--- config.mk ---
export PLATFORM = sky130hd
export DESIGN_NAME = gray_conv_arbiter
export DESIGN_NICKNAME = d
export VERILOG_FILES = /design/src/rtl/gray_conv_arbiter.sv
export SDC_FILE = /design/constraint.sdc
export NUM_CORES = 1
export LEC_CHECK = 0
export CORE_MARGIN = 2
export CORE_UTILIZATION = 39
export DETAILED_ROUTE_END_ITERATION = 8
export PLACE_DENSITY = 0.75
export SLEW_MARGIN = 10
export SYNTH_ARGS = -nofsm -noshare
export SYNTH_HDL_FRONTEND = slang
export SYNTH_SLANG_ARGS = --single-unit
--- constraint.sdc ---
create_clock -name clk -period 1.5 [get_ports clk]
set_clock_uncertainty 0.05 [all_clocks]
set_input_delay 0.15 -clock clk [delete_from_list [all_inputs] [get_ports clk]]
set_output_delay 0.15 -clock clk [all_outputs]
set_load 0.03 [all_outputs]
--- src/rtl/gray_conv_arbiter.sv ---
`default_nettype none
// ============================================================================
// Module      : gray_conv_arbiter
// Description : Round-robin sharing of one external binary/Gray converter
//               between two requesters, with per-channel valid/ready results.
// Revision    : 1.0 - initial release
// ============================================================================
module gray_conv_arbiter #(
    parameter int WIDTH = 4,
    parameter int CNT_W = 8
) (
    input  logic             clk,
    input  logic             rst,
    input  logic             req0,
    input  logic             req1,
    input  logic             mode0,
    input  logic             mode1,
    input  logic [WIDTH-1:0] din0,
    input  logic [WIDTH-1:0] din1,
    output logic             gnt0,
    output logic             gnt1,
    output logic             rsp_valid0,
    output logic             rsp_valid1,
    input  logic             rsp_ready0,
    input  logic             rsp_ready1,
    output logic [WIDTH-1:0] rsp_data,
    output logic             conv_chooser,
    output logic [WIDTH-1:0] conv_in,
    input  logic [WIDTH-1:0] conv_out,
    output logic             busy,
    output logic [CNT_W-1:0] done_cnt
);

    localparam logic [1:0] S_IDLE  = 2'd0;
    localparam logic [1:0] S_DRIVE = 2'd1;
    localparam logic [1:0] S_RESP  = 2'd2;

    logic [1:0]       r_state;
    logic [1:0]       w_state_nxt;
    logic             r_last_grant;
    logic             w_last_grant_nxt;
    logic             r_gnt0, r_gnt1;
    logic             w_gnt0_nxt, w_gnt1_nxt;
    logic             r_rsp_valid0, r_rsp_valid1;
    logic             w_rsp_valid0_nxt, w_rsp_valid1_nxt;
    logic [WIDTH-1:0] r_rsp_data;
    logic [WIDTH-1:0] w_rsp_data_nxt;
    logic             r_conv_chooser;
    logic             w_conv_chooser_nxt;
    logic [WIDTH-1:0] r_conv_in;
    logic [WIDTH-1:0] w_conv_in_nxt;
    logic             r_busy;
    logic             w_busy_nxt;
    logic [CNT_W-1:0] r_done_cnt;
    logic [CNT_W-1:0] w_done_cnt_nxt;

    logic             w_grant;
    logic             w_pick1;
    logic             w_accept;

    // On a tie the channel that did not win last time is served; last_grant
    // also names the channel that owns the in-flight transaction.
    always_comb begin
        w_grant  = (r_state == S_IDLE) && (req0 || req1);
        w_pick1  = (req0 && req1) ? ~r_last_grant : req1;
        w_accept = (r_state == S_RESP) && (r_last_grant ? rsp_ready1 : rsp_ready0);
    end

    always_ff @(posedge clk or posedge rst) begin
        if (rst) begin
            r_state <= S_IDLE;
        end else begin
            r_state <= w_state_nxt;
        end
    end

    always_comb begin
        w_state_nxt = r_state;
        case (r_state)
            S_IDLE:  if (w_grant)  w_state_nxt = S_DRIVE;
            S_DRIVE: w_state_nxt = S_RESP;
            S_RESP:  if (w_accept) w_state_nxt = S_IDLE;
            default: w_state_nxt = S_IDLE;
        endcase
    end

    always_comb begin
        w_gnt0_nxt         = 1'b0;
        w_gnt1_nxt         = 1'b0;
        w_last_grant_nxt   = r_last_grant;
        w_rsp_valid0_nxt   = r_rsp_valid0;
        w_rsp_valid1_nxt   = r_rsp_valid1;
        w_rsp_data_nxt     = r_rsp_data;
        w_conv_chooser_nxt = r_conv_chooser;
        w_conv_in_nxt      = r_conv_in;
        w_done_cnt_nxt     = r_done_cnt;
        w_busy_nxt         = (w_state_nxt != S_IDLE);
        case (r_state)
            S_IDLE: begin
                if (w_grant) begin
                    w_gnt0_nxt         = ~w_pick1;
                    w_gnt1_nxt         = w_pick1;
                    w_last_grant_nxt   = w_pick1;
                    w_conv_chooser_nxt = w_pick1 ? mode1 : mode0;
                    w_conv_in_nxt      = w_pick1 ? din1 : din0;
                end
            end
            S_DRIVE: begin
                w_rsp_data_nxt   = conv_out;
                w_rsp_valid0_nxt = ~r_last_grant;
                w_rsp_valid1_nxt = r_last_grant;
            end
            S_RESP: begin
                if (w_accept) begin
                    w_rsp_valid0_nxt = 1'b0;
                    w_rsp_valid1_nxt = 1'b0;
                    w_done_cnt_nxt   = r_done_cnt + CNT_W'(1);
                end
            end
            default: begin
                w_rsp_valid0_nxt = 1'b0;
                w_rsp_valid1_nxt = 1'b0;
            end
        endcase
    end

    always_ff @(posedge clk or posedge rst) begin
        if (rst) begin
            r_last_grant   <= 1'b1;
            r_gnt0         <= 1'b0;
            r_gnt1         <= 1'b0;
            r_rsp_valid0   <= 1'b0;
            r_rsp_valid1   <= 1'b0;
            r_rsp_data     <= '0;
            r_conv_chooser <= 1'b0;
            r_conv_in      <= '0;
            r_busy         <= 1'b0;
            r_done_cnt     <= '0;
        end else begin
            r_last_grant   <= w_last_grant_nxt;
            r_gnt0         <= w_gnt0_nxt;
            r_gnt1         <= w_gnt1_nxt;
            r_rsp_valid0   <= w_rsp_valid0_nxt;
            r_rsp_valid1   <= w_rsp_valid1_nxt;
            r_rsp_data     <= w_rsp_data_nxt;
            r_conv_chooser <= w_conv_chooser_nxt;
            r_conv_in      <= w_conv_in_nxt;
            r_busy         <= w_busy_nxt;
            r_done_cnt     <= w_done_cnt_nxt;
        end
    end

    assign gnt0         = r_gnt0;
    assign gnt1         = r_gnt1;
    assign rsp_valid0   = r_rsp_valid0;
    assign rsp_valid1   = r_rsp_valid1;
    assign rsp_data     = r_rsp_data;
    assign conv_chooser = r_conv_chooser;
    assign conv_in      = r_conv_in;
    assign busy         = r_busy;
    assign done_cnt     = r_done_cnt;

endmodule
`default_nettype wire

# Word-level counts from Yosys, hierarchy flattened
# Cells that the tools add are included.
totals:
  regBits: 25
  out_inout_bits: 22
classes:
  n_addsub: 1
  n_eq_ne: 3
  mux: 14
  bitwise_logic: 3
  reduce_logical: 9
op_table:
  columns: ["cell", "n"]
  rows:
  - ["8-bit by 1-bit adder with 8-bit output (second input constant)", 1]
  - ["1-bit two-way mux", 8]
  - ["1-bit one-hot mux with 3 select lines", 2]
  - ["2-bit one-hot mux with 3 select lines", 1]
  - ["2-bit AND reduction", 3]
  - ["2-bit two-way mux", 2]
  - ["4-bit two-way mux", 1]
  - ["1-bit logical AND", 3]
  - ["1-bit NOT", 3]
  - ["2-bit by 1-bit equality test with 1-bit output (second input constant)", 1]
  - ["2-bit equality test (second input constant)", 1]
  - ["2-bit logical NOT", 1]
  - ["2-bit inequality test (second input constant)", 1]
  - ["2-bit nonzero test", 1]
  - ["1-bit logical OR", 1]

# Longest topological paths before layout
depth:
  ltp_word: 5
  mapped_depth: 5
  depth_no_buf: 4

# Worst setup path before layout
# Ideal clock, no wire load.
synth_path:
  path_kind: "reg-to-reg"
  start: "reg r_last_grant"
  end: "reg r_done_cnt[1] (netlist: done_cnt[1])"
  arrival_ns: 1.313
  t_required_ns: 1.322
  slack_ns: 0.009
  stages_incl_launch_ff: 5
  n_path_buf: 1
  synth_period_minus_slack_ns: 1.491
  path_cell_list: "dfstp_2 > buf_6 > mux2i_4 > nor2_1 > mux2_1"
synth_via:
  elab_chain_len: 3
synth_rtl:
  columns: ["element", "line_no", "source"]
  rows:
  - ["start, declared", "40", "logic r_last_grant;"]
  - ["start signal, assigned", "140", "r_last_grant <= w_last_grant_nxt;"]
  - ["1-bit two-way mux", "66", "w_accept = (r_state == S_RESP) && (r_last_grant ? rsp_ready1 : rsp_ready0);"]
  - ["1-bit logical AND", "66", null]
  - ["2-bit AND reduction (no line)", null, null]
  - ["end signal, assigned", "149", "r_done_cnt <= w_done_cnt_nxt;"]
  - ["end, declared", "54", "logic [CNT_W-1:0] r_done_cnt;"]
# No other way between the ends.
# A chain may end at the register's enable or synchronous reset.

# Worst setup path in the final report
# Same ends and word-level chain as after synthesis.

==> impl_results.md <==
* P&R area growth vs syn at 45.22%
* Mean Syn Cell Area at about 13 um2
* Nets at between 150 and 200
* Leakage Power at roughly 0.78 nW
* Crit path DAT at 1.62 ns
* Slowest cell delay on critical path at 0.62 ns
* Final hold slack at 0.1116 ns
* Antenna cells at 0
* Synthesized flop and latch total at 25
* FMAX at 687.4 MHz
* DRT iter0 DRCs at 8
* Clock tree sinks at 25
* Worst path bufs/invs at 0
* Share of layout cells above drive strength 1 at roughly a fifth
* Crit Path Category: reg -> reg
* Cts hold-fix bufs at 0
* Slew headroom at roughly 79%
* Starting Density at between 40% and 50%
* Total power per unit cell area at 2027 mW/mm2
* CTS tree: yes
* Worst path cell trace: mux2i_4 -> nor2_2 -> mux2_4
* Tmin final at about 1.5 ns
* Gr usage total at 15.33%
* Worst-Margin Slew at 0.3229 ns
* Most frequent cells in the layout: dfrtp_1 (23), dlygate4sd2_1 (22), clkdlybuf4s50_1 (19)
* Largest net degree at the start of global routing at 26
* Rows at 19
* Clock Path Buffers at 2
* Critical Path Source Type: flip-flop
* Max VDD drop at 1310 uV
* GPL Wtd Cong at 0.7978
* Crit share post-route at just under 100%
* Max FO, Critical Path at 5
* Max-cap viol count at 0
* Pre-Repair DR Iteration Count at 4
* Reg2Reg Setup Slack at 0.05 ns
* Antenna violations before repair at 0
* Sequential power share at between 30% and 40%
* # setup viols final at 0
* Int Pwr at 1.871 mW
* Routed WL at about 2300 um
* DP HPWL at 1846 um
* Crit path capture type: flip-flop
* Worst Path Required at around 1.7 ns
* Total gr overflow at 0
* Vias at 866
* First-pass GRT wire length at slightly below 4000 um
* Final Hold Vio Count at 0
* Worst Hold Class: in -> async
* Sequential element share of the synthesized area at roughly 56%
* Die width at around 58 um
* Net Switching at about 1.4 mW
* Final Max Slew Viols at 0
* Status: completed
* CP max stage cell: dfstp_2
* Later-pin clock latency in the skew report at 0.32 ns
* Crit path max-delay family: flip-flops
* Num CTS Buffers at 3
* I/O Pins at 42
* Vias in the first global route at 915
* Mapped Area at 0.001126 mm2
* Via/cell ratio at 5.186
* Finished Cell Area at 0.001635 mm2
* H-tree levels at 1
* Clk slew on worst S/H paths at 0.14 ns
* Clock network power share at a little under a tenth
* DRC errors left at 0
* Gate Count Post-Synth at 84
* Die Footprint at around 0.0033 mm2
* Final antenna-violating net count at 0
* Placed cell areas at ~0.0016 mm2
* Wire per inst at 14.06 um
* RSZ-0062 raised after global routing: true
* Post-synth cell types at 27
* Core ar. at 0.002758 mm2
* Net count after synthesis at approximately 110
* Root Buffer: clkbuf_4
* YS warnings at 0
* Die height at 57.74 um
* Combinational Power Share at 53.2%
* Buffers added on ports at 41
* Sw frac at 43.58%
* Commonest non-fill, non-tap cell in the layout: dfrtp_1
## power by group through the flow
| stage | Combinational (mW) | Sequential (mW) | Clock, mW |
|---|---|---|---|
| after floorplan | 0.700 | 1.69 | 0 |
| final | 1.76 | 1.25 | 0.306 |
| after global routing | 1.89 | 1.31 | 0.356 |
| after global placement | 1.84 | 1.26 | 0 |
| after detailed placement | 1.89 | 1.27 | 0 |
| after CTS | 1.74 | 1.25 | 0.319 |
## synth_stat cells (all sizes together)
master | count | area, um2
dfrtp | 24 | 600.6
xor2 | 7 | 61.31
mux2 | 6 | 67.56
a221o | 5 | 50.05
and4 | 5 | 43.79
nand2b | 4 | 25.02
buf | 3 | 33.78
inv | 3 | 11.26
mux2i | 3 | 42.54
nand3 | 3 | 15.01
nor2 | 3 | 13.77
nor3 | 3 | 15.01
and3 | 2 | 17.52
nor3b | 2 | 15.01
o21ai | 2 | 10.01
o2bb2ai | 2 | 17.52
a21o | 1 | 7.510
dfstp | 1 | 26.28
ha | 1 | 12.51
nand2 | 1 | 3.750
nand4 | 1 | 6.260
nand4b | 1 | 15.01
nor4b | 1 | 15.01
## kinds of logic after synthesis
| logic type | after synthesis | share of synthesized area (%) |
|---|---|---|
| and+or+nand+nor | 26 | 16.44 |
| DFF | 25 | 55.67 |
| AOI/OAI and AO/OA | 10 | 7.556 |
| muxes | 9 | 9.777 |
| xor gates and xnor gates | 7 | 5.445 |
| buffers and inverters | 6 | 4.000 |
| adders and majority gates | 1 | 1.111 |
## flip-flops by register name (all words and copies together), names as in the netlist
register      flops
busy              1
conv_chooser      1
conv_in           4
done_cnt          8
gnt0              1
gnt1              1
r_last_grant      1
r_state           2
rsp_data          4
rsp_valid0        1
rsp_valid1        1
## final timing paths
check                      cells after the start          from            to
min reg2reg                                    1   done_cnt[7]   done_cnt[7]
min in group clk                               2   conv_out[0]   rsp_data[0]
max                                            3  r_last_grant   done_cnt[1]
max in group asynchronous                      3           rst  r_last_grant
max reg2reg                                    3  r_last_grant   done_cnt[1]
min                                            3           rst   rsp_data[3]
## cell type report
cell class,instances,area (um2)
Multi-Input combinational cell,53,469.2
Inverter,3,11.26
Clock inverter,1,7.507
Sequential cell,25,628.1
Timing Repair Buffer,51,457.9
Clock buffer,3,22.52
Tap cell,31,38.79
Fill cell,243,1122
## per-stage QoR
step                 TNS, ns  util [%]  std cells  setup WS [ns]  total power [mW]
finish                     0     59.30        167        0.04515             3.315
global route        -0.03030     59.30        167       -0.01718             3.550
CTS                        0     58.44        166      0.0007667             3.299
detailed placement  -0.01147     58.08        161       -0.01147             3.155
global placement           0     58.08        161        0.02006             3.103
floorplan                  0         -         84       0.009249             2.391
## per-layer routing
metal	vias up	routed length [um]	track usage (%)	share of wire, %
li1	413	-	-	-
met1	421	950	16.91	40
met2	32	1244	29.06	53
met3	0	153	3.125	6.5
met4	0	0	4.983	0
met5	-	0	0	0
## timing repair
action | 4_1_cts | 5_1_grt
endpoints found under the setup margin | 23 | 3
gates resized for setup | 22 | 4
setup buffers | 1 | 1
pin swaps | 0 | 2
## worst reg2reg max path, stage by stage, from the launching register on
cell and delay [ns]:
dfstp_2 0.62, mux2i_4 0.31, nor2_2 0.08, mux2_4 0.30
Power figures use the tool's default switching activity.
